$ cat config.mk
export PLATFORM = sky130hd
export DESIGN_NAME = rc6_arb_ctrl
export DESIGN_NICKNAME = d
export VERILOG_FILES = /design/src/rtl/rc6_arb_ctrl.sv
export SDC_FILE = /design/constraint.sdc
export NUM_CORES = 1
export LEC_CHECK = 0
export ABC_AREA = 1
export BUFFER_PORTS_ARGS = -buffer_cell sky130_fd_sc_hd__buf_2
export CAP_MARGIN = 15
export CORE_AREA = 5 5 399 401
export CTS_CLUSTER_DIAMETER = 200
export DETAILED_ROUTE_END_ITERATION = 6
export DIE_AREA = 0 0 404 406
export PLACE_DENSITY = 0.39
export SLEW_MARGIN = 20
export SYNTH_ARGS = -nofsm -noshare
export SYNTH_HDL_FRONTEND = slang
export SYNTH_SLANG_ARGS = --single-unit
$ cat constraint.sdc
create_clock -name i_clk -period 9.1 [get_ports i_clk]
set_input_delay 1.82 -clock i_clk [delete_from_list [all_inputs] [get_ports i_clk]]
set_output_delay 1.82 -clock i_clk [all_outputs]
set_load 0.02 [all_outputs]
$ cat src/rtl/rc6_arb_ctrl.sv
// Two-channel round-robin front end for a single rc6_core: grants one block
// request at a time, caches the expanded key and sequences key/data/result.
module rc6_arb_ctrl #(
    parameter int KEY_SETTLE = 2,
    parameter int TIMEOUT    = 1023,
    parameter int DATA_W     = 128
) (
    input  logic              i_clk,
    input  logic              i_rst_n,
    input  logic              i_req0_valid,
    output logic              o_req0_ready,
    input  logic [DATA_W-1:0] i_req0_key,
    input  logic              i_req0_flag,
    input  logic [DATA_W-1:0] i_req0_din,
    input  logic              i_req1_valid,
    output logic              o_req1_ready,
    input  logic [DATA_W-1:0] i_req1_key,
    input  logic              i_req1_flag,
    input  logic [DATA_W-1:0] i_req1_din,
    output logic              o_rsp0_valid,
    input  logic              i_rsp0_ready,
    output logic              o_rsp1_valid,
    input  logic              i_rsp1_ready,
    output logic [DATA_W-1:0] o_rsp_dout,
    output logic              o_core_key_en,
    output logic [DATA_W-1:0] o_core_key,
    input  logic              i_core_key_ok,
    output logic              o_core_din_en,
    output logic              o_core_flag,
    output logic [DATA_W-1:0] o_core_din,
    input  logic              i_core_dout_en,
    input  logic [DATA_W-1:0] i_core_dout,
    output logic              o_busy,
    output logic              o_timeout
);

    typedef enum logic [2:0] {
        ST_IDLE      = 3'd0,
        ST_GRANT     = 3'd1,
        ST_KEY_LOAD  = 3'd2,
        ST_KEY_WAIT  = 3'd3,
        ST_DATA      = 3'd4,
        ST_DATA_WAIT = 3'd5,
        ST_RESP      = 3'd6
    } state_t;

    localparam logic [9:0] SETTLE_CNT = 10'(KEY_SETTLE);
    localparam logic [9:0] TMO_LAST   = 10'(TIMEOUT - 1);

    state_t            state_q;
    state_t            state_d;
    logic              gnt_q;
    logic              last_q;
    logic              key_vld_q;
    logic [9:0]        cnt_q;
    logic              timeout_q;
    logic [DATA_W-1:0] core_key_q;
    logic [DATA_W-1:0] core_din_q;
    logic              core_flag_q;
    logic [DATA_W-1:0] rsp_dout_q;
    logic [DATA_W-1:0] lat_key;
    logic [DATA_W-1:0] lat_din;
    logic              lat_flag;

    logic              any_valid;
    logic              pick_ch;
    logic              accept;
    logic              key_hit;
    logic              tmo_hit;
    logic              rsp_take;
    logic              wait_state;
    logic              tmo_exit;

    // Arbitration: with both channels pending, the one not served last wins.
    always_comb begin
        any_valid  = i_req0_valid || i_req1_valid;
        pick_ch    = (i_req0_valid && i_req1_valid) ? ~last_q : i_req1_valid;
        accept     = (state_q == ST_IDLE) && any_valid;
        key_hit    = key_vld_q && (lat_key == core_key_q);
        tmo_hit    = (cnt_q == TMO_LAST);
        rsp_take   = gnt_q ? i_rsp1_ready : i_rsp0_ready;
        wait_state = (state_q == ST_KEY_WAIT) || (state_q == ST_DATA_WAIT);
        tmo_exit   = wait_state && (state_d == ST_IDLE);
    end

    always_ff @(posedge i_clk or negedge i_rst_n) begin
        if (!i_rst_n) begin
            state_q <= ST_IDLE;
        end else begin
            state_q <= state_d;
        end
    end

    always_comb begin
        state_d = state_q;
        case (state_q)
            ST_IDLE: begin
                if (any_valid) state_d = ST_GRANT;
            end
            ST_GRANT: begin
                state_d = key_hit ? ST_DATA : ST_KEY_LOAD;
            end
            ST_KEY_LOAD: begin
                state_d = ST_KEY_WAIT;
            end
            ST_KEY_WAIT: begin
                // key_ok may still be high from the previous key during the settle window.
                if ((cnt_q >= SETTLE_CNT) && i_core_key_ok) state_d = ST_DATA;
                else if (tmo_hit)                           state_d = ST_IDLE;
            end
            ST_DATA: begin
                state_d = ST_DATA_WAIT;
            end
            ST_DATA_WAIT: begin
                if (i_core_dout_en) state_d = ST_RESP;
                else if (tmo_hit)   state_d = ST_IDLE;
            end
            ST_RESP: begin
                if (rsp_take) state_d = ST_IDLE;
            end
            default: begin
                state_d = ST_IDLE;
            end
        endcase
    end

    always_comb begin
        o_req0_ready  = i_rst_n && accept && !pick_ch;
        o_req1_ready  = i_rst_n && accept && pick_ch;
        o_core_key_en = (state_q == ST_KEY_LOAD);
        o_core_din_en = (state_q == ST_DATA);
        o_rsp0_valid  = (state_q == ST_RESP) && !gnt_q;
        o_rsp1_valid  = (state_q == ST_RESP) && gnt_q;
        o_busy        = (state_q != ST_IDLE);
        o_timeout     = timeout_q;
        o_core_key    = core_key_q;
        o_core_din    = core_din_q;
        o_core_flag   = core_flag_q;
        o_rsp_dout    = rsp_dout_q;
    end

    // Request payload is sampled once at acceptance; later changes are ignored.
    always_ff @(posedge i_clk) begin
        if (accept) begin
            lat_key  <= pick_ch ? i_req1_key  : i_req0_key;
            lat_din  <= pick_ch ? i_req1_din  : i_req0_din;
            lat_flag <= pick_ch ? i_req1_flag : i_req0_flag;
        end
    end

    always_ff @(posedge i_clk or negedge i_rst_n) begin
        if (!i_rst_n) begin
            gnt_q       <= 1'b0;
            last_q      <= 1'b1;
            key_vld_q   <= 1'b0;
            cnt_q       <= 10'd0;
            timeout_q   <= 1'b0;
            core_key_q  <= '0;
            core_din_q  <= '0;
            core_flag_q <= 1'b0;
            rsp_dout_q  <= '0;
        end else begin
            if (accept) begin
                gnt_q <= pick_ch;
            end
            if (state_d != state_q) begin
                cnt_q <= 10'd0;
            end else if (wait_state) begin
                cnt_q <= cnt_q + 10'd1;
            end
            // The core key register doubles as the key cache.
            if ((state_q == ST_GRANT) && (state_d == ST_KEY_LOAD)) begin
                core_key_q <= lat_key;
                key_vld_q  <= 1'b0;
            end else if ((state_q == ST_KEY_WAIT) && (state_d == ST_DATA)) begin
                key_vld_q  <= 1'b1;
            end else if (tmo_exit) begin
                key_vld_q  <= 1'b0;
            end
            if (tmo_exit) begin
                timeout_q <= 1'b1;
            end
            if ((state_d == ST_DATA) && (state_q != ST_DATA)) begin
                core_din_q  <= lat_din;
                core_flag_q <= lat_flag;
            end
            if ((state_q == ST_DATA_WAIT) && i_core_dout_en) begin
                rsp_dout_q <= i_core_dout;
            end
            if ((state_q == ST_RESP) && rsp_take) begin
                last_q <= gnt_q;
            end
        end
    end

endmodule
======== Word level (Yosys, flattened, before mapping) ========
Index checks and enable logic that the tools add are counted.
storage, ports and cells
  flip-flop bits (word level) ............. 659
  bits in latches ......................... 0
  RAM bits ................................ 0
  bits in read-only memories .............. 0
  input bits .............................. 650
  output and inout port bits .............. 393
  logic and storage cells ................. 69
  memories ................................ 0
cells by class
  add/sub/neg operators ................... 1
  multipliers ............................. 0
  div/mod/pow operators ................... 0
  magnitude comparators ................... 1
  equality and inequality tests ........... 12
  shifts and indexed selects .............. 0
  muxes and demuxes ....................... 17
  bitwise logic cells ..................... 1
  reduce and logical (&&, ||, !) cells .... 24
operators with widths
  kind                   count
  $mux 128               2
  $eq 128x128->1         1
  $pmux 3 s7             1
  $mux 10                2
  $mux 3                 6
  $logic_and 1x1->1      15
  $eq 3x3->1 const B     4
  $add 10x1->10 const B  1
  $eq 10x10->1 const B   1
  $ge 10x2->1 const B    1
  $eq 3x2->1 const B     3
  $logic_not 3->1        2
  $mux 1                 6
  $reduce_bool 3->1      2
  $eq 3x1->1 const B     1
  $ne 3x3->1             1
  $ne 3x3->1 const B     1
  $logic_not 1->1        2
  $logic_or 1x1->1       2
  $reduce_bool 2->1      1
  $not 1->1              1

======== Longest topological paths before layout ========
Gate-level depths: netlist of the first run.
  depth in word-level cells ............... 9
  depth in mapped cells ................... 17
  gate-level depth less buffers ........... 15

======== Least setup slack after synthesis of the first run ========
Ideal clock, no wire load.
  path kind ............................... input to register
  start point ............................. input port i_req1_valid
  end point ............................... register cnt_q[4]
  setup time .............................. 88 ps
  arrival time ............................ 7765 ps
  data required time ...................... 9012 ps
  path slack .............................. 1247 ps
  cell stages on the path ................. 7
  buffers on the path ..................... 0
  cell sequence ........................... o21ai_2 > inv_1 > or2_0 > nor2_1 > xor2_1 > o21ai_2 > nor3b_1
between the ends
  cells in the longest elaborated chain, start to end .. 5
  elaborated cells on any way between the ends .. 6
  those cells by class .................... eq/ne (1); mux (3); reduce/logical (2)
RTL lines
  element                                       RTL line  RTL
  start: declaration                            15        input logic i_req1_valid,
  $logic_or 1x1->1 *                            76        any_valid = i_req0_valid || i_req1_valid;
  $mux 3 *                                      98        if (any_valid) state_d = ST_GRANT;
  $pmux 3 s7 *                                  96        case (state_q)
  $ne 3x3->1 *                                  166       if (state_d != state_q) begin
  $mux 10 or $reduce_bool 2->1 (tied branches)  --
  end signal: assignment                        169       cnt_q <= cnt_q + 10'd1;
  end: declaration                              55        logic [9:0] cnt_q;
Every way passes the cells marked *; elsewhere a longest branch is shown, timed or not.
A chain may end at the register's enable or synchronous reset.

======== Final worst setup path of the first run ========
  start point ............................. input port i_req0_valid
  end point ............................... output port o_req0_ready
between the ends
  cells in the longest elaborated chain, start to end .. 4
  elaborated cells on any way between the ends .. 7
  those cells by class .................... mux (1); reduce/logical (6)
RTL lines
  element                                                RTL line  RTL
  start: declaration                                     10        input logic i_req0_valid,
  $logic_and 1x1->1 or $logic_or 1x1->1 (tied branches)  77, 76
  $mux 1 or $logic_and 1x1->1 (tied branches)            77, 78
  $logic_not 1->1 or $logic_and 1x1->1 (tied branches)   128       o_req0_ready = i_rst_n && accept && !pick_ch;
  $logic_and 1x1->1 *                                    128
  end: declaration                                       11        output logic o_req0_ready,
Marked as above.

==> results of run 1 <==
-- kinds of logic (layout without fill, tap and decap cells) --
family | Yosys count | count (layout) | share of synthesized area (%)
xor+xnor | 42 | 42 | 1.28
buf+inv | 364 | 1428 | 5.08
flops | 659 | 659 | 61.7
simple gates | 2177 | 2177 | 29.4
other cells | 0 | 12 | 0
compound gates | 139 | 139 | 2.47
fa+ha+maj | 2 | 2 | 0.0868
-- power by group --
| part | internal, W | switching, W |
|---|---|---|
| Combinational | 0.00145 | 0.00372 |
| Clock | 0.00193 | 0.00140 |
| Sequential | 0.00442 | 0.000716 |
| Total | 0.00780 | 0.00584 |
-- synthesized netlist by cell type (2+ instances only) --
cell type	count
o21ai_2	2
nor3_2	2
ha_1	2
nand2_1	1900
dfrtp_1	401
o21ai_0	117
o21ai_1	16
or2_2	2
nand4_1	9
clkinv_1	6
nand3_1	146
nand2_2	4
buf_1	7
o21bai_1	2
edfxtp_1	257
inv_2	5
nor2_1	97
xnor2_1	30
clkbuf_1	106
nor3b_1	2
buf_2	23
inv_1	200
buf_4	16
nor3_1	7
xor2_1	12
-- placed cells by master, fill, tap and decap left out, drive strengths merged --
master and instances:
nand2 1905, ha 2, dfrtp 401, nor4 2, clkinvlp 2, a21oi 1, or2 3, nor3b 2
buf 1065, xor2 12, nand4 9, nand3 146, nor2 99, and3 1, o31ai 1, and2 1
dfstp 1, nor3 9, clkbuf 117, clkinv 32, o21bai 2, o21ai 135, diode 12, edfxtp 257
xnor2 30, inv 208, bufinv 4
-- per-stage QoR --
stage / hold slack [ps] / setup WS (ps) / cell area, sq um / utilization [%] / total power (W)
floorplan: 455 / 1250 / 28800 / - / 0.00815
global placement: 449 / 3490 / 36200 / 23.3 / 0.0105
detailed placement: 453 / 3490 / 36200 / 23.3 / 0.0105
CTS: 466 / 3530 / 38900 / 25.1 / 0.0140
global route: 479 / 3520 / 39000 / 25.1 / 0.0146
finish: 462 / 3720 / 39000 / 25.1 / 0.0136
-- critical path, cell delays in order --
cell and delay [ps]:
buf_2 100, nand2_1 80, nand2_4 400, inv_8 220
nor3_1 590, buf_2 280
-- per-layer routing --
metal  GRT usage (%)  wire (microns)  share of wire [%]
met3            3.20            6700                5.3
met1            18.0           52500                 42
met2            24.7           61500                 49
met5               0               0                  0
met4            5.97            4620                3.7
-- worst paths after layout --
kind                                start              to  slack (ps)
setup / recovery             i_req0_valid    o_req0_ready        3720
hold / removal             o_rsp_dout[56]  o_rsp_dout[56]         460
setup reg to reg               state_q[0]  o_core_din[64]        4990
hold reg to reg            o_rsp_dout[56]  o_rsp_dout[56]         460
max in group asynchronous         i_rst_n  o_rsp_dout[23]        5920
min in group asynchronous         i_rst_n  o_core_key[30]        1120
-- cell type report --
cell class / instances / area [sq um] / share of cell area (%)
multi-input cells: 2360 / 9610 / 24.7
repair buffers: 1065 / 5420 / 13.9
well taps: 2058 / 2570 / 6.61
clock buffers: 117 / 2350 / 6.04
diodes: 12 / 30.0 / 0.0771
inverters: 211 / 816 / 2.09
clock inverters: 35 / 378 / 0.970
flip-flops and latches: 659 / 17800 / 45.6
-- flip-flops by register name, indices dropped and copies added (netlist names), 3 cells and up --
signal	cells
lat_din	128
lat_key	128
o_core_din	128
o_core_key	128
o_rsp_dout	128
cnt_q	10
state_q	3
==> results.tsv, run 1 <==
stage	metric	value	unit
power_and_ir_drop	vdd.ir_drop.worst	0.144	mV
cts	h-tree-depth	3	
setup_path	cp_data_arrival_time	3560	ps
sta	clock.fmax	186	MHz
setup_path	crit_fanout	56	
synth	ys_top_cells_by_area	dfrtp_1 35%, edfxtp_1 27%, nand2_1 25%, inv_1 2.6%, nand3_1 2.5%	
global_route	first_global_vias	24800	
route	first_iter_violations	1473	
synth	synth_area_per_cell	8.52	sq um
synth	synth_nets	4035	
finish	nFillCells	17200	
sta	slew_headroom	29.5	%
sta	setup_viol	0	
synth	synth_top_cell_by_area	dfrtp_1	
synth	synthFlopType	dfrtp_1	
cts	clk_latency	670	ps
floorplan	row_count	145	
global_route	overflow	0	
job	maxCapViolCount	0	
cts	cts_root_buffer	clkbuf_16	
floorplan	die_x	404	microns
cts	cts_tree	done	
synth	synth_edf_count	257	
floorplan	dieArea	164000	sq um
route	wl_per_cell	19.2	microns
floorplan	die_h	406	microns
synth	yosysWarningCount	0	
synth	ys_ff_latch	659	
finish	finalNetCount	5032	
route	drt_wl_total	125000	microns
sta	hold_violations	0	
placed_design	hpwlAfterDp	94200	microns
cts	ctsHoldBuffers	0	
floorplan	core_area	155000	sq um
sta	final.setup.tns	0	ps
floorplan	ios	1043	
setup_path	r2r_cells	13	
cts	cts_made_buffers	83	
finish	area_growth	35.3	%
placed_design	io_buffer_count	1042	
sta	tightest_slew	1060	ps
cts	clockBufferDepth	3	
setup_path	crit_type	input port to primary output	
placed_design	place_congestion	0.829	
cts	clock_sinks	659	
synth	synthArstFlopShare	61.0	%
floorplan	initial_utilization	18.6	%
global_route	grt_pass1_wl	174000	microns
synth	synth.top_cell.area_share	34.8	%
worst_hold_path	hp-class	flip-flop to flip-flop	
global_route	grt.total_usage	14.6	%
cts	cts_setup_buffers	0	
route	first_pass_iters	5	
cts	cts_resized	0	
global_route	grt_antenna_before_repair	15	
synth	ys_seq_area_share	61.7	%
power_and_ir_drop	p_per_area	350	nW/um^2
sta	rsz0062_at_grt	no	
setup_path	critPathLaunchType	input port	
synth	synthesis.instances	3383	
placed_design	dp_cells	6353	
setup_path	critPathRequiredTime	7280	ps
synth	synth_cell_type_count	37	
cts	path_clk_slew	60	ps
route	drtAntennaViolNets	0	
sta	finClkSkew	26.9	ps
worst_hold_path	worstHoldPathCells	2	
route	drc	0	
finish	drive_above_1_share	27.3	%
global_route	grt_max_degree	141	
route	vias_per_cell	3.84	
power_and_ir_drop	leakage	20.4	nW
finish	stdcell_count	6517	
sta	slew_violations	0	
status	status	finished, final reports clean	
sta	fin_crit	5380	ps
route	vias	25000	
sta	min_period_over_period	59.2	%
synth	syn_area	28800	sq um
setup_path	endpoint_kind	primary output	
Note: power is estimated with default switching activity, not from simulation.
==> inputs of run 2 (changes only) <==
- PLACE_DENSITY: 0.39 -> 0.4
- clock period: 9.1 -> 4.7 ns (I/O delays scaled with it)
==> results.tsv, run 2 (same netlist as run 1, synthesis figures left out) <==
stage	metric	value	unit	change
placed_design	io_buffer_count	1042		unchanged
setup_path	endpoint_kind	primary output		
cts	cts_tree	done		
placed_design	dp_cells	6356		+0.047%
finish	area_growth	35.7	%	
global_route	grt_max_degree	189		+34%
setup_path	critPathRequiredTime	3760	ps	-3520 ps
route	vias	25200		+0.58%
setup_path	crit_type	flip-flop to primary output		
sta	slew_headroom	29.2	%	-0.32 points
worst_hold_path	hp-class	input port to async pin		
route	vias_per_cell	3.86		+0.54%
status	status	finished, final reports clean		
global_route	grt.total_usage	14.5	%	-0.12 points
job	maxCapViolCount	0		unchanged
sta	finClkSkew	22.8	ps	-4.08 ps
sta	slew_violations	0		unchanged
setup_path	crit_fanout	73		+30%
global_route	grt_pass1_wl	174000	microns	-0.18%
sta	setup_viol	0		unchanged
route	drtAntennaViolNets	0		unchanged
cts	path_clk_slew	60	ps	about the same
setup_path	r2r_cells	14		+1
setup_path	worstReg2RegEnd	o_core_din[10]		
cts	clk_latency	680	ps	about the same
route	wl_per_cell	19.1	microns	-0.52%
placed_design	hpwlAfterDp	94300	microns	+0.11%
cts	cts_root_buffer	clkbuf_16		
route	wl_met2	61000	microns	-0.79%
setup_path	critPathLaunchType	flip-flop		
floorplan	core_area	155000	sq um	unchanged
sta	rsz0062_at_grt	no		
sta	hold_ws	122	ps	-340 ps
sta	tightest_slew	1060	ps	+4.74 ps
cts	cts_resized	0		unchanged
route	drc	0		unchanged
power_and_ir_drop	leakage	20.4	nW	+0.20%
route	wl_met1	51600	microns	-1.9%
setup_path	cp_data_arrival_time	3120	ps	-440 ps
route	wl_met3	7230	microns	+8.0%
finish	final_cell_mix	1899 x nand2_1, 1041 x buf_2, 401 x dfrtp_1, 257 x edfxtp_1, 199 x inv_1		
finish	final_common_cell	nand2_1		
global_route	first_global_vias	24900		+0.27%
floorplan	initial_utilization	18.6	%	unchanged
sta	clock.fmax	246	MHz	
floorplan	row_count	145		unchanged
sta	fin_crit	4060	ps	
sta	min_period_over_period	86.4	%	
cts	cts_setup_buffers	0		unchanged
floorplan	ios	1043		unchanged
route	first_pass_iters	5		unchanged
setup_path	timing.rr.start	o_core_key[8]		
finish	finalNetCount	5035		+0.060%
global_route	overflow	0		unchanged
finish	stdcell_count	6519		+0.031%
power_and_ir_drop	vdd.ir_drop.worst	0.427	mV	+200%
finish	nFillCells	17100		-0.23%
cts	clock_sinks	659		unchanged
power_and_ir_drop	p_per_area	676	nW/um^2	+93%
global_route	grt_antenna_before_repair	32		+17
setup_path	rrSetupSlack	1360	ps	-3630 ps
sta	hold_violations	0		unchanged
floorplan	die_h	406	microns	unchanged
finish	drive_above_1_share	27.3	%	+0.053 points
cts	clockBufferDepth	3		unchanged
route	highest_layer	met5		
route	first_iter_violations	1624		+10%
floorplan	die_x	404	microns	unchanged
route	drt_wl_total	125000	microns	-0.49%
cts	cts_made_buffers	83		unchanged
placed_design	place_congestion	0.812		-2.1%
cts	ctsHoldBuffers	0		unchanged
floorplan	dieArea	164000	sq um	unchanged
cts	h-tree-depth	3		unchanged
run 2: area by class of cell:
type	instances	area, sq um	area share (%)
diodes	8	20.0	0.0512
clock buffers	117	2300	5.90
clock inverters	38	454	1.16
inverters	211	811	2.07
multi-input cells	2360	9630	24.6
flip-flops and latches	659	17800	45.5
well taps	2058	2570	6.59
repair buffers	1068	5520	14.1
run 2: how the worst max path moves through the flow:
stage | start | to | slack [ps] | depth (start not counted)
6_report | last_q | o_req0_ready | 640 | 5
3_3_place_gp | i_req0_valid | o_req0_ready | 840 | 6
4_1_cts | last_q | o_req0_ready | 530 | 5
3_5_place_dp | i_req0_valid | o_req0_ready | 910 | 6
5_1_grt | last_q | o_req0_ready | 450 | 5
2_1_floorplan | i_req1_valid | cnt_q[4] | -1110 | 7
run 2: layer usage:
layer / track usage (%) / vias to the layer above
met1: 17.8 / 11700
met2: 24.5 / 728
met3: 3.71 / 191
li1: - / 12500
met5: 0 / -
met4: 5.45 / 8
run 2: worst max-delay path: stages (launching register included):
cell and delay, ps:
dfstp_2 600, nand2_1 110, nand2_4 290, inv_8 280, nor3_1 780, buf_2 370
run 2: power breakdown:
part / switching [W] / internal, W
sequential: 0.00134 / 0.00857
combinational: 0.00718 / 0.00285
clock: 0.00274 / 0.00375
total: 0.0113 / 0.0152
run 2: through the flow:
stage	TNS [ps]	utilization [%]	setup WS [ps]	instance area (sq um)	power, W
global route	0	25.2	453	39100	0.0282
finish	0	25.2	639	39100	0.0264
detailed placement	0	23.4	909	36300	0.0203
global placement	0	23.4	843	36300	0.0202
floorplan	-179840	-	-1110	28800	0.0157
CTS	0	25.2	531	39100	0.0271
==> inputs of run 3 (changes only) <==
- ABC_AREA: 1 -> unset
- CORE_AREA: 5 5 399 401 -> 5 5 402 404
- DIE_AREA: 0 0 404 406 -> 0 0 407 409
==> results.tsv, run 3 <==
stage	metric	value	unit	change
sta	min_period_over_period	79.2	%	-7.2 points
finish	final_common_cell	buf_2		
route	drtAntennaViolNets	0		unchanged
sta	finClkSkew	32.0	ps	+9.17 ps
setup_path	endpoint_kind	primary output		
synth	ys_top_cells_by_area	dfrtp_1 34%, edfxtp_1 26%, mux2_2 16%, nor2b_1 3.7%, mux2_1 3.4%		
floorplan	die_h	409	microns	+0.74%
floorplan	initial_utilization	18.6	%	+0.029 points
setup_path	slowest_delay	750	ps	-30 ps
global_route	grt_max_degree	131		-31%
synth	syn_area	29300	sq um	+1.6%
synth	synthArstFlopShare	61.0	%	unchanged
cts	h-tree-depth	3		unchanged
synth	synth_top_cell_by_area	dfrtp_1		
placed_design	postPlaceCellArea	37200	sq um	+2.5%
route	drc	0		unchanged
synth	yosysWarningCount	0		unchanged
floorplan	ios	1043		unchanged
finish	area_growth	37.0	%	
power_and_ir_drop	internal-power	0.0167	W	+10%
global_route	grt.total_usage	14.7	%	+0.23 points
placed_design	dp_slack	1180	ps	+267 ps
setup_path	critPathTopFamily	simple AND/OR/NAND/NOR gates		
placed_design	io_buffer_count	1042		unchanged
cts	cts_tree	done		
cts	cts_root_buffer	clkbuf_16		
placed_design	hpwlAfterDp	99200	microns	+5.2%
synth	synth_area_per_cell	14.4	sq um	+69%
floorplan	row_count	146		+0.69%
global_route	overflow	0		unchanged
worst_hold_path	hp-class	input port to async pin		
route	drt_wl_total	127000	microns	+2.2%
synth	ys_seq_area_share	60.8	%	-0.94 points
synth	yosysMostFrequentCell	mux2_2		
power_and_ir_drop	combPwrFrac	40.6	%	+2.7 points
power_and_ir_drop	p_sw	0.0110	W	-2.7%
cts	cts_resized	0		unchanged
sta	hold_violations	0		unchanged
power_and_ir_drop	p_per_area	691	nW/um^2	+2.2%
placed_design	place_congestion	0.829		+2.2%
global_route	grt_pass1_wl	173000	microns	-0.15%
synth	synth.top_cell.area_share	34.3	%	-0.53 points
route	vias_per_cell	3.97		+3.0%
finish	fin_util	25.5	%	+0.29 points
cts	clk_latency	670	ps	about the same
route	first_iter_violations	904		-44%
sta	slew_headroom	28.5	%	-0.69 points
setup_path	crit_fanout	14		-81%
floorplan	dieArea	166000	sq um	+1.5%
cts	clockBufferDepth	3		unchanged
synth	synth_cell_type_count	50		+35%
cts	cts_setup_buffers	0		unchanged
sta	slew_violations	0		unchanged
setup_path	cp_cell_sequence	nor3_1 -> o21ai_4 -> nor3b_1 -> buf_2		
global_route	grt_antenna_before_repair	35		+9.4%
power_and_ir_drop	seq_power_share	35.5	%	-2.0 points
finish	finalNetCount	3733		-26%
synth	synthFlopType	dfrtp_1		
job	maxCapViolCount	0		unchanged
power_and_ir_drop	p_clk_share	23.9	%	-0.6 points
power_and_ir_drop	vdd.ir_drop.worst	0.413	mV	-3.3%
cts	clock_sinks	659		unchanged
setup_path	worst-path-buf-inv	1		-1
cts	ctsHoldBuffers	0		unchanged
finish	fin_area	40100	sq um	+2.6%
power_and_ir_drop	leakage	17.0	nW	-17%
finish	drive_above_1_share	55.3	%	+28 points
global_route	first_global_vias	22500		-9.8%
power_and_ir_drop	p_sw_share	39.6	%	-3.1 points
setup_path	crit_type	flip-flop to primary output		
floorplan	core_area	157000	sq um	+1.4%
synth	synth_edf_count	257		unchanged
synth	synth_nets	2686		-33%
floorplan	die_x	407	microns	+0.74%
route	vias	20800		-17%
sta	setup_viol	0		unchanged
sta	fin_crit	3720	ps	-340 ps
synth	synthesis.instances	2034		-40%
status	status	finished, final reports clean		
sta	setup_ws	979	ps	+340 ps
sta	clock.fmax	269	MHz	+9.1%
finish	nFillCells	16700		-2.5%
cts	path_clk_slew	60	ps	about the same
synth	ys_ff_latch	659		unchanged
finish	final_cell_mix	1041 x buf_2, 415 x mux2_2, 401 x dfrtp_1, 257 x edfxtp_1, 172 x nor2b_1		
setup_path	critPathLaunchType	flip-flop		
route	first_pass_iters	5		unchanged
sta	tightest_slew	1070	ps	+10.3 ps
sta	rsz0062_at_grt	no		
setup_path	critPathRequiredTime	3760	ps	about the same
route	wl_per_cell	24.3	microns	+27%
synth	yosys-top-cells-count	415 x mux2_2, 401 x dfrtp_1, 257 x edfxtp_1, 172 x nor2b_1, 129 x o21a_1		
setup_path	cpMaxStageDelayCell	nor3_1		
power_and_ir_drop	finalPower	0.0277	W	+4.8%
setup_path	cp_data_arrival_time	2780	ps	-340 ps
cts	cts_made_buffers	84		+1.2%
-- run 3: cell count changes in the layout (fill, tap and decap cells not counted), sizes merged, moves of 27 or more --
cell and delta:
o21ai -133, nor2 -79, a31o +129, o21a +129, inv -142, nor2b +172
nand2 -1894, mux2 +504, nand3 -140, o22ai +27, xor2 +33
-- run 3: logic make-up after synthesis --
| group | synth area share, % |
|---|---|
| flops | 60.8 |
| compound gates | 8.83 |
| xor+xnor | 2.31 |
| mux | 19.7 |
| fa+ha+maj | 0.0855 |
| simple gates | 5.48 |
| buf+inv | 2.80 |
-- run 3: worst paths after layout --
check | startpoint | end | slack [ps] | cells after the start
min in group i_clk | lat_din[6] | o_core_din[6] | 460 | 1
max | state_q[0] | o_req0_ready | 980 | 4
min reg2reg | lat_din[6] | o_core_din[6] | 460 | 1
max reg2reg | lat_key[47] | o_core_din[82] | 1150 | 8
min | i_rst_n | o_core_key[88] | 130 | 1
max in group asynchronous | i_rst_n | o_core_din[114] | 2810 | 3
-- run 3: metrics by stage --
| stage | TNS, ps | cells | hold WS (ps) |
|---|---|---|---|
| floorplan | -187250 | 2034 | 457 |
| CTS | 0 | 5223 | 52.3 |
| global route | 0 | 5225 | 73.0 |
| detailed placement | 0 | 5067 | 465 |
| finish | 0 | 5237 | 128 |
| global placement | 0 | 5066 | 459 |
-- run 3: area by class of cell --
type / instances / area, sq um / share of cell area, %
diodes: 14 / 35.0 / 0.0874
clock buffers: 113 / 2330 / 5.81
clock inverters: 43 / 515 / 1.29
inverters: 62 / 239 / 0.596
multi-input cells: 1181 / 10800 / 26.8
flip-flops and latches: 659 / 17800 / 44.3
well taps: 2072 / 2590 / 6.47
repair buffers: 1093 / 5850 / 14.6
-- run 3: layer usage --
metal / track usage [%] / wire, microns / vias up
met3: 4.07 / 9150 / 170
met2: 26.0 / 64100 / 791
li1: - / - / 9597
met4: 5.51 / 4690 / 8
met5: 0 / 46 / -
met1: 16.8 / 49500 / 10200
-- run 3: power by group through the flow --
| stage | clock network, W | registers, W | logic, W |
|---|---|---|---|
| after floorplan | 0 | 0.0117 | 0.00458 |
| after global placement | 0 | 0.00989 | 0.0116 |
| after detailed placement | 0 | 0.00994 | 0.0116 |
| after CTS | 0.00689 | 0.00986 | 0.0116 |
| after global routing | 0.00710 | 0.0101 | 0.0121 |
| final | 0.00662 | 0.00982 | 0.0113 |
